File: src/rtl/l2_data_array_pkg.sv
// Shared L2 line geometry, index/line types and a byte parity helper
// used by the L2 data array and its parity generator.
package l2_data_array_pkg;

  localparam int L2_LINE_W     = 256;
  localparam int L2_LINE_BYTES = L2_LINE_W / 8;
  localparam int L2_DEPTH      = 8;
  localparam int L2_IDX_W      = $clog2(L2_DEPTH);

  typedef logic [L2_IDX_W-1:0]  l2_index_t;
  typedef logic [L2_LINE_W-1:0] l2_line_t;

  // Even parity: the stored bit makes the byte plus parity bit XOR to zero.
  function automatic logic byte_parity(input logic [7:0] b);
    return ^b;
  endfunction

endpackage

File: src/rtl/l2_data_array_if.sv
// Request/response bundle between the L2 controller (master) and one
// way of the L2 data array (slave).
interface l2_data_array_if
  import l2_data_array_pkg::*;
#(
  parameter int WIDTH = L2_LINE_W,
  parameter int DEPTH = L2_DEPTH
);

  localparam int IDX_W  = $clog2(DEPTH);
  localparam int NBYTES = WIDTH / 8;

  logic              read;
  logic              write;
  logic [IDX_W-1:0]  index;
  logic [NBYTES-1:0] mask;
  logic [WIDTH-1:0]  datain;
  logic [WIDTH-1:0]  dataout;
  logic              resp_valid;
  logic              ready;
  logic              parity_err;

  modport master (
    output read, write, index, mask, datain,
    input  dataout, resp_valid, ready, parity_err
  );

  modport slave (
    input  read, write, index, mask, datain,
    output dataout, resp_valid, ready, parity_err
  );

endinterface

File: src/rtl/l2_parity_gen.sv
// Combinational per-byte even-parity generator: one parity bit for
// each byte of a WIDTH-bit line.
module l2_parity_gen
  import l2_data_array_pkg::*;
#(
  parameter int WIDTH = L2_LINE_W
) (
  input  logic [WIDTH-1:0]   data,
  output logic [WIDTH/8-1:0] parity
);

  always_comb begin
    parity = '0;
    for (int i = 0; i < WIDTH / 8; i++) begin
      parity[i] = byte_parity(data[8*i +: 8]);
    end
  end

endmodule

File: src/rtl/l2_data_array.sv
// L2 cache data store for one way: byte-masked writes, 1-cycle registered
// reads, self-clearing sweep after reset. L2_DATA_ARRAY_PARITY_EN adds per-byte parity.
module l2_data_array
  import l2_data_array_pkg::*;
#(
  parameter int WIDTH = L2_LINE_W,
  parameter int DEPTH = L2_DEPTH
) (
  input logic            clk,
  input logic            rst,
  l2_data_array_if.slave bus
);

  localparam int IDX_W  = $clog2(DEPTH);
  localparam int NBYTES = WIDTH / 8;
  localparam logic [IDX_W-1:0] LAST_IDX = IDX_W'(DEPTH - 1);

  typedef enum logic {
    CLEAR,
    IDLE
  } state_t;

  state_t            state, state_next;
  logic [IDX_W-1:0]  ptr, ptr_next;
  logic [WIDTH-1:0]  mem [DEPTH];

  logic [WIDTH-1:0]  byte_mask;
  logic [WIDTH-1:0]  old_line;
  logic [WIDTH-1:0]  merged_line;
  logic [WIDTH-1:0]  rd_line;
  logic [WIDTH-1:0]  wr_data;
  logic [IDX_W-1:0]  wr_idx;
  logic              wr_en;
  logic              ready_c;
  logic              rd_acc;
  logic              parity_hit;

  logic [WIDTH-1:0]  dataout_q;
  logic              resp_valid_q;
  logic              parity_err_q;

  assign ready_c = (state == IDLE);
  assign rd_acc  = ready_c & bus.read;

  always_comb begin
    byte_mask = '0;
    for (int i = 0; i < NBYTES; i++) begin
      byte_mask[8*i +: 8] = {8{bus.mask[i]}};
    end
  end

  // Read and write share one index, so a simultaneous write always hits the
  // line being read; the merged line is returned (write-first).
  assign old_line    = mem[bus.index];
  assign merged_line = (bus.datain & byte_mask) | (old_line & ~byte_mask);
  assign rd_line     = bus.write ? merged_line : old_line;

  always_comb begin
    state_next = state;
    ptr_next   = ptr;
    wr_en      = 1'b0;
    wr_idx     = bus.index;
    wr_data    = merged_line;
    case (state)
      CLEAR: begin
        wr_en    = 1'b1;
        wr_idx   = ptr;
        wr_data  = '0;
        ptr_next = ptr + 1'b1;
        if (ptr == LAST_IDX) begin
          state_next = IDLE;
        end
      end
      IDLE: begin
        wr_en = bus.write;
      end
      default: begin
        state_next = CLEAR;
      end
    endcase
  end

`ifdef L2_DATA_ARRAY_PARITY_EN
  logic [NBYTES-1:0] par_mem [DEPTH];
  logic [NBYTES-1:0] wr_par_gen;
  logic [NBYTES-1:0] rd_par_gen;
  logic [NBYTES-1:0] old_par;
  logic [NBYTES-1:0] merged_par;
  logic [NBYTES-1:0] wr_par;
  logic [NBYTES-1:0] rd_par;

  l2_parity_gen #(.WIDTH(WIDTH)) u_wr_par (
    .data   (bus.datain),
    .parity (wr_par_gen)
  );

  l2_parity_gen #(.WIDTH(WIDTH)) u_rd_par (
    .data   (rd_line),
    .parity (rd_par_gen)
  );

  assign old_par    = par_mem[bus.index];
  assign merged_par = (wr_par_gen & bus.mask) | (old_par & ~bus.mask);
  assign wr_par     = (state == CLEAR) ? '0 : merged_par;
  assign rd_par     = bus.write ? merged_par : old_par;
  assign parity_hit = |(rd_par_gen ^ rd_par);
`else
  assign parity_hit = 1'b0;
`endif

  // Storage has no reset of its own; the CLEAR sweep zeroes it instead.
  always_ff @(posedge clk) begin
    if (wr_en && !rst) begin
      mem[wr_idx] <= wr_data;
`ifdef L2_DATA_ARRAY_PARITY_EN
      par_mem[wr_idx] <= wr_par;
`endif
    end
  end

  always_ff @(posedge clk) begin
    if (rst) begin
      state        <= CLEAR;
      ptr          <= '0;
      dataout_q    <= '0;
      resp_valid_q <= 1'b0;
      parity_err_q <= 1'b0;
    end else begin
      state        <= state_next;
      ptr          <= ptr_next;
      resp_valid_q <= rd_acc;
      parity_err_q <= rd_acc & parity_hit;
      if (rd_acc) begin
        dataout_q <= rd_line;
      end
    end
  end

  assign bus.dataout    = dataout_q;
  assign bus.resp_valid = resp_valid_q;
  assign bus.ready      = ready_c;
`ifdef L2_DATA_ARRAY_PARITY_EN
  assign bus.parity_err = parity_err_q;
`else
  assign bus.parity_err = 1'b0;
`endif

endmodule
File: src/flat_wrapper.sv
// flat-port wrapper written by rule: the top's interface ports become plain ports
module l2_data_array_flat import l2_data_array_pkg::*;
#(
  parameter int WIDTH = L2_LINE_W,
  parameter int DEPTH = L2_DEPTH
)
  (clk, rst, bus_read, bus_write, bus_index, bus_mask, bus_datain, bus_dataout, bus_resp_valid, bus_ready, bus_parity_err);
  l2_data_array_if #(.WIDTH(WIDTH), .DEPTH(DEPTH)) bus_i ();
  input logic clk;
  input logic rst;
  input wire logic [$bits(bus_i.read)-1:0] bus_read;
  input wire logic [$bits(bus_i.write)-1:0] bus_write;
  input wire logic [$bits(bus_i.index)-1:0] bus_index;
  input wire logic [$bits(bus_i.mask)-1:0] bus_mask;
  input wire logic [$bits(bus_i.datain)-1:0] bus_datain;
  output wire logic [$bits(bus_i.dataout)-1:0] bus_dataout;
  output wire logic [$bits(bus_i.resp_valid)-1:0] bus_resp_valid;
  output wire logic [$bits(bus_i.ready)-1:0] bus_ready;
  output wire logic [$bits(bus_i.parity_err)-1:0] bus_parity_err;
  assign bus_i.read = bus_read;
  assign bus_i.write = bus_write;
  assign bus_i.index = bus_index;
  assign bus_i.mask = bus_mask;
  assign bus_i.datain = bus_datain;
  assign bus_dataout = bus_i.dataout;
  assign bus_resp_valid = bus_i.resp_valid;
  assign bus_ready = bus_i.ready;
  assign bus_parity_err = bus_i.parity_err;
  l2_data_array #(.WIDTH(WIDTH), .DEPTH(DEPTH)) u_core (.clk(clk), .rst(rst), .bus(bus_i));
endmodule
File: config.mk
export PLATFORM = sky130hd
export DESIGN_NAME = l2_data_array_flat
export DESIGN_NICKNAME = d
export VERILOG_FILES = /design/src/rtl/l2_data_array_pkg.sv /design/src/rtl/l2_data_array_if.sv /design/src/rtl/l2_parity_gen.sv /design/src/rtl/l2_data_array.sv /design/src/flat_wrapper.sv
export SDC_FILE = /design/constraint.sdc
export NUM_CORES = 2
export LEC_CHECK = 0
export CAP_MARGIN = 40
export CORE_MARGIN = 2
export CORE_UTILIZATION = 40
export DETAILED_ROUTE_END_ITERATION = 10
export SYNTH_ARGS = -nofsm -noshare
export SYNTH_HDL_FRONTEND = slang
export SYNTH_SLANG_ARGS = --single-unit
export TNS_END_PERCENT = 5
File: constraint.sdc
create_clock -name clk -period 21.1 [get_ports clk]
set_input_delay 3.165 -clock clk [delete_from_list [all_inputs] [get_ports clk]]
set_output_delay 3.165 -clock clk [all_outputs]
set_load 0.05 [all_outputs]
==> impl_metrics.tcl <==
set metrics [dict create \
    critPathKind "input port to flop" \
    netlist_instances 4549 \
    cts-htree-levels 4 \
    clk_latency_ns 0.89 \
    fillCellCount 18434 \
    clock-root-buffer "clkbuf_16" \
    dr.pass1.iters 8 \
    dp_hpwl_mm 122.6 \
    synth.area.top_cells "edfxtp_1, mux4_2, dfxtp_1" \
    port-buffer-count 552 \
    first_global_vias 48246 \
    yosysTopAreaCellShare 0.6910 \
    min_period_over_period 0.3463 \
    end_kind "flop" \
    finalSetupViolCount 0 \
    use_met1 0.2684 \
    dp_cells 7877 \
    finalSetupTns_ns 0 \
    cts_tree "built" \
    track_usage 0.1876 \
    drv_slew 0 \
    ys_ff_latch 2309 \
    finalWirelength_mm 215.7 \
    vias 47026 \
    worstHoldPathType "flop to flop" \
    ioPinCount 554 \
    viasPerCell 5.655 \
    clock-sinks 2309 \
    total_leakage_power_nw 34.27 \
    fin_cells 8316 \
    ant_nets 0 \
    post-route-util 0.4777 \
    cts_resized 0 \
    gr-usage-met3 0.03445 \
    die-area_mm2 0.2263 \
    gp_congestion 0.7472 \
    relSlewSlack 0.3141 \
    path_clk_slew_ns 0.06 \
    ys_warn_count 0 \
    die_x_um 475.7 \
    cp_max_fo 84 \
    grt_max_degree 132 \
    synth_top_cell_by_area "edfxtp_1" \
    core_mm2 0.2217 \
    synth_edf_count 2048 \
    worst_ep_arrival_time_ns 7.84 \
    nNetsFinal 5430 \
    post_drt_wl_per_cell_um 25.94 \
    antenna_found_initial 11 \
    grtUsageMet2 0.2951 \
    status "finished clean" \
    postSynthAreaPerCell_um2 19.57 \
    worst_slew_pin_slew_ns 1.029 \
    syn-num-nets 4846 \
    fmax_ghz 0.1368 \
    cp-start-kind "input port" \
    synth_common_cells "edfxtp_1, mux4_2, o21ai_0" \
    clk_path_buf_depth 3 \
    cts_setup_buffers 0 \
    cap_violations 0 \
    die_h_um 475.7 \
    areaGrowthSynthToFinish_pct 18.96 \
    row_count 173 \
    drcViolationCount 0 \
    overflow 0 \
    async_flop_share 0 \
    synth_seq_area_share 0.7497 \
    synth_ff_type "edfxtp_1" \
    numCtsBuffers 229 \
    final_hold_viol_count 0 \
    ctsHoldBuffers 0 \
    ys_types 31 \
    syn_area_mm2 0.08900 \
    drive_gt1_frac 0.1816 \
    finalCriticalPeriod_ns 7.308 \
    start_util 0.4015 \
    initialDrtViolationCount 4388 \
    ir_worst_vdd_mv 0.07987 \
    grt_pass1_wl_mm 317.1 \
    finClkSkew_ns 0.04457 \
    rsz0062_at_grt "false" \
    cp.required_ns 21.63 \
    busiest_layer "met2" \
    synth.most_common_cell "edfxtp_1" \
    p_per_area_mw_per_mm2 90.82 \
]
## report_power, final
part / leakage (nW) / total, W / internal [W] / switching, W
Combinational: 9.14 / 0.000535 / 0.000222 / 0.000313
Sequential: 21.5 / 0.00507 / 0.00505 / 0.0000245
Clock: 3.66 / 0.00401 / 0.00227 / 0.00174
Total: 34.3 / 0.00962 / 0.00753 / 0.00208
## worst paths after layout
check             slack [ns]                      end                    start  cells after the start
hold reg to reg         0.47  u_core.bus.dataout[127]  u_core.bus.dataout[127]                      2
hold / removal          0.47  u_core.bus.dataout[127]  u_core.bus.dataout[127]                      2
setup reg to reg       16.60  u_core.bus.dataout[123]         u_core.bus.ready                      6
setup / recovery       13.79       u_core.mem[1][241]             bus_index[1]                     10
## area by class of cell
type | instances | area, um^2 | area share
multi-input combinational | 1901 | 20810 | 0.1965
tap | 2975 | 3722 | 0.03516
timing repair buffer | 658 | 6977 | 0.06589
clock buffer | 320 | 6292 | 0.05943
sequential | 2309 | 66730 | 0.6302
antenna | 4 | 10.01 | 0.00009454
clock inverter | 115 | 1211 | 0.01144
inverter | 34 | 127.6 | 0.001205
## metrics by stage
step	power, W	cell area (um^2)	hold WS [ns]	setup WS (ns)
global route	0.009931	105900	0.4872	13.30
CTS	0.009724	105900	0.4704	13.67
global placement	0.005694	97640	0.4543	11.80
floorplan	0.005534	89000	0.5086	5.485
finish	0.009616	105900	0.4698	13.79
detailed placement	0.005713	98360	0.4540	12.70
## state kept, by name (all words and copies together) (netlist names)
| name | count |
|---|---|
| u_core.ptr | 3 |
| u_core.mem | 2048 |
| u_core.bus.resp_valid | 1 |
| u_core.bus.dataout | 256 |
| u_core.bus.ready | 1 |
## per-layer routing
metal,share of wire,wire length (um)
met1,0.45,96090
met2,0.47,101500
met3,0.062,13440
met4,0.021,4592
met5,0.00034,74
## logic make-up after synthesis
kind of cell,synth area share
simple gates,0.005834
compound gates,0.06810
mux,0.1586
buf+inv,0.01739
xor+xnor,0.00009842
other cells,0.00004213
flops,0.7497
fa+ha+maj,0.0002811
## cells in the final DEF (no fill, tap or decap), types with 5 or more instances in the layout
cell | Yosys | routed
mux4_2 | 512 | 512
inv_6 | 0 | 5
mux2i_1 | 258 | 258
clkinv_2 | 0 | 45
dfxtp_1 | 261 | 260
o21ai_0 | 397 | 397
edfxtp_1 | 2048 | 2048
clkbuf_1 | 178 | 69
o221ai_1 | 8 | 8
clkinv_16 | 0 | 10
nand3b_1 | 16 | 16
bufinv_16 | 0 | 14
clkdlybuf4s50_1 | 0 | 548
buf_12 | 0 | 13
clkinv_1 | 0 | 32
nor2_1 | 15 | 7
clkbuf_16 | 0 | 229
nor2_4 | 0 | 8
a21oi_1 | 249 | 248
o21ai_1 | 107 | 107
buf_16 | 0 | 24
clkbuf_8 | 0 | 22
nand2_1 | 68 | 68
buf_4 | 17 | 70
inv_1 | 33 | 33
a32oi_1 | 252 | 252
## worst max-delay path: stages
cell,delay (ns)
buf_8,0.43
buf_12,0.63
buf_4,0.35
buf_4,0.25
buf_16,0.28
buf_4,0.72
buf_4,0.74
mux4_2,0.59
mux2i_1,0.19
a21oi_1,0.22
(Power assumes the default switching activity.)
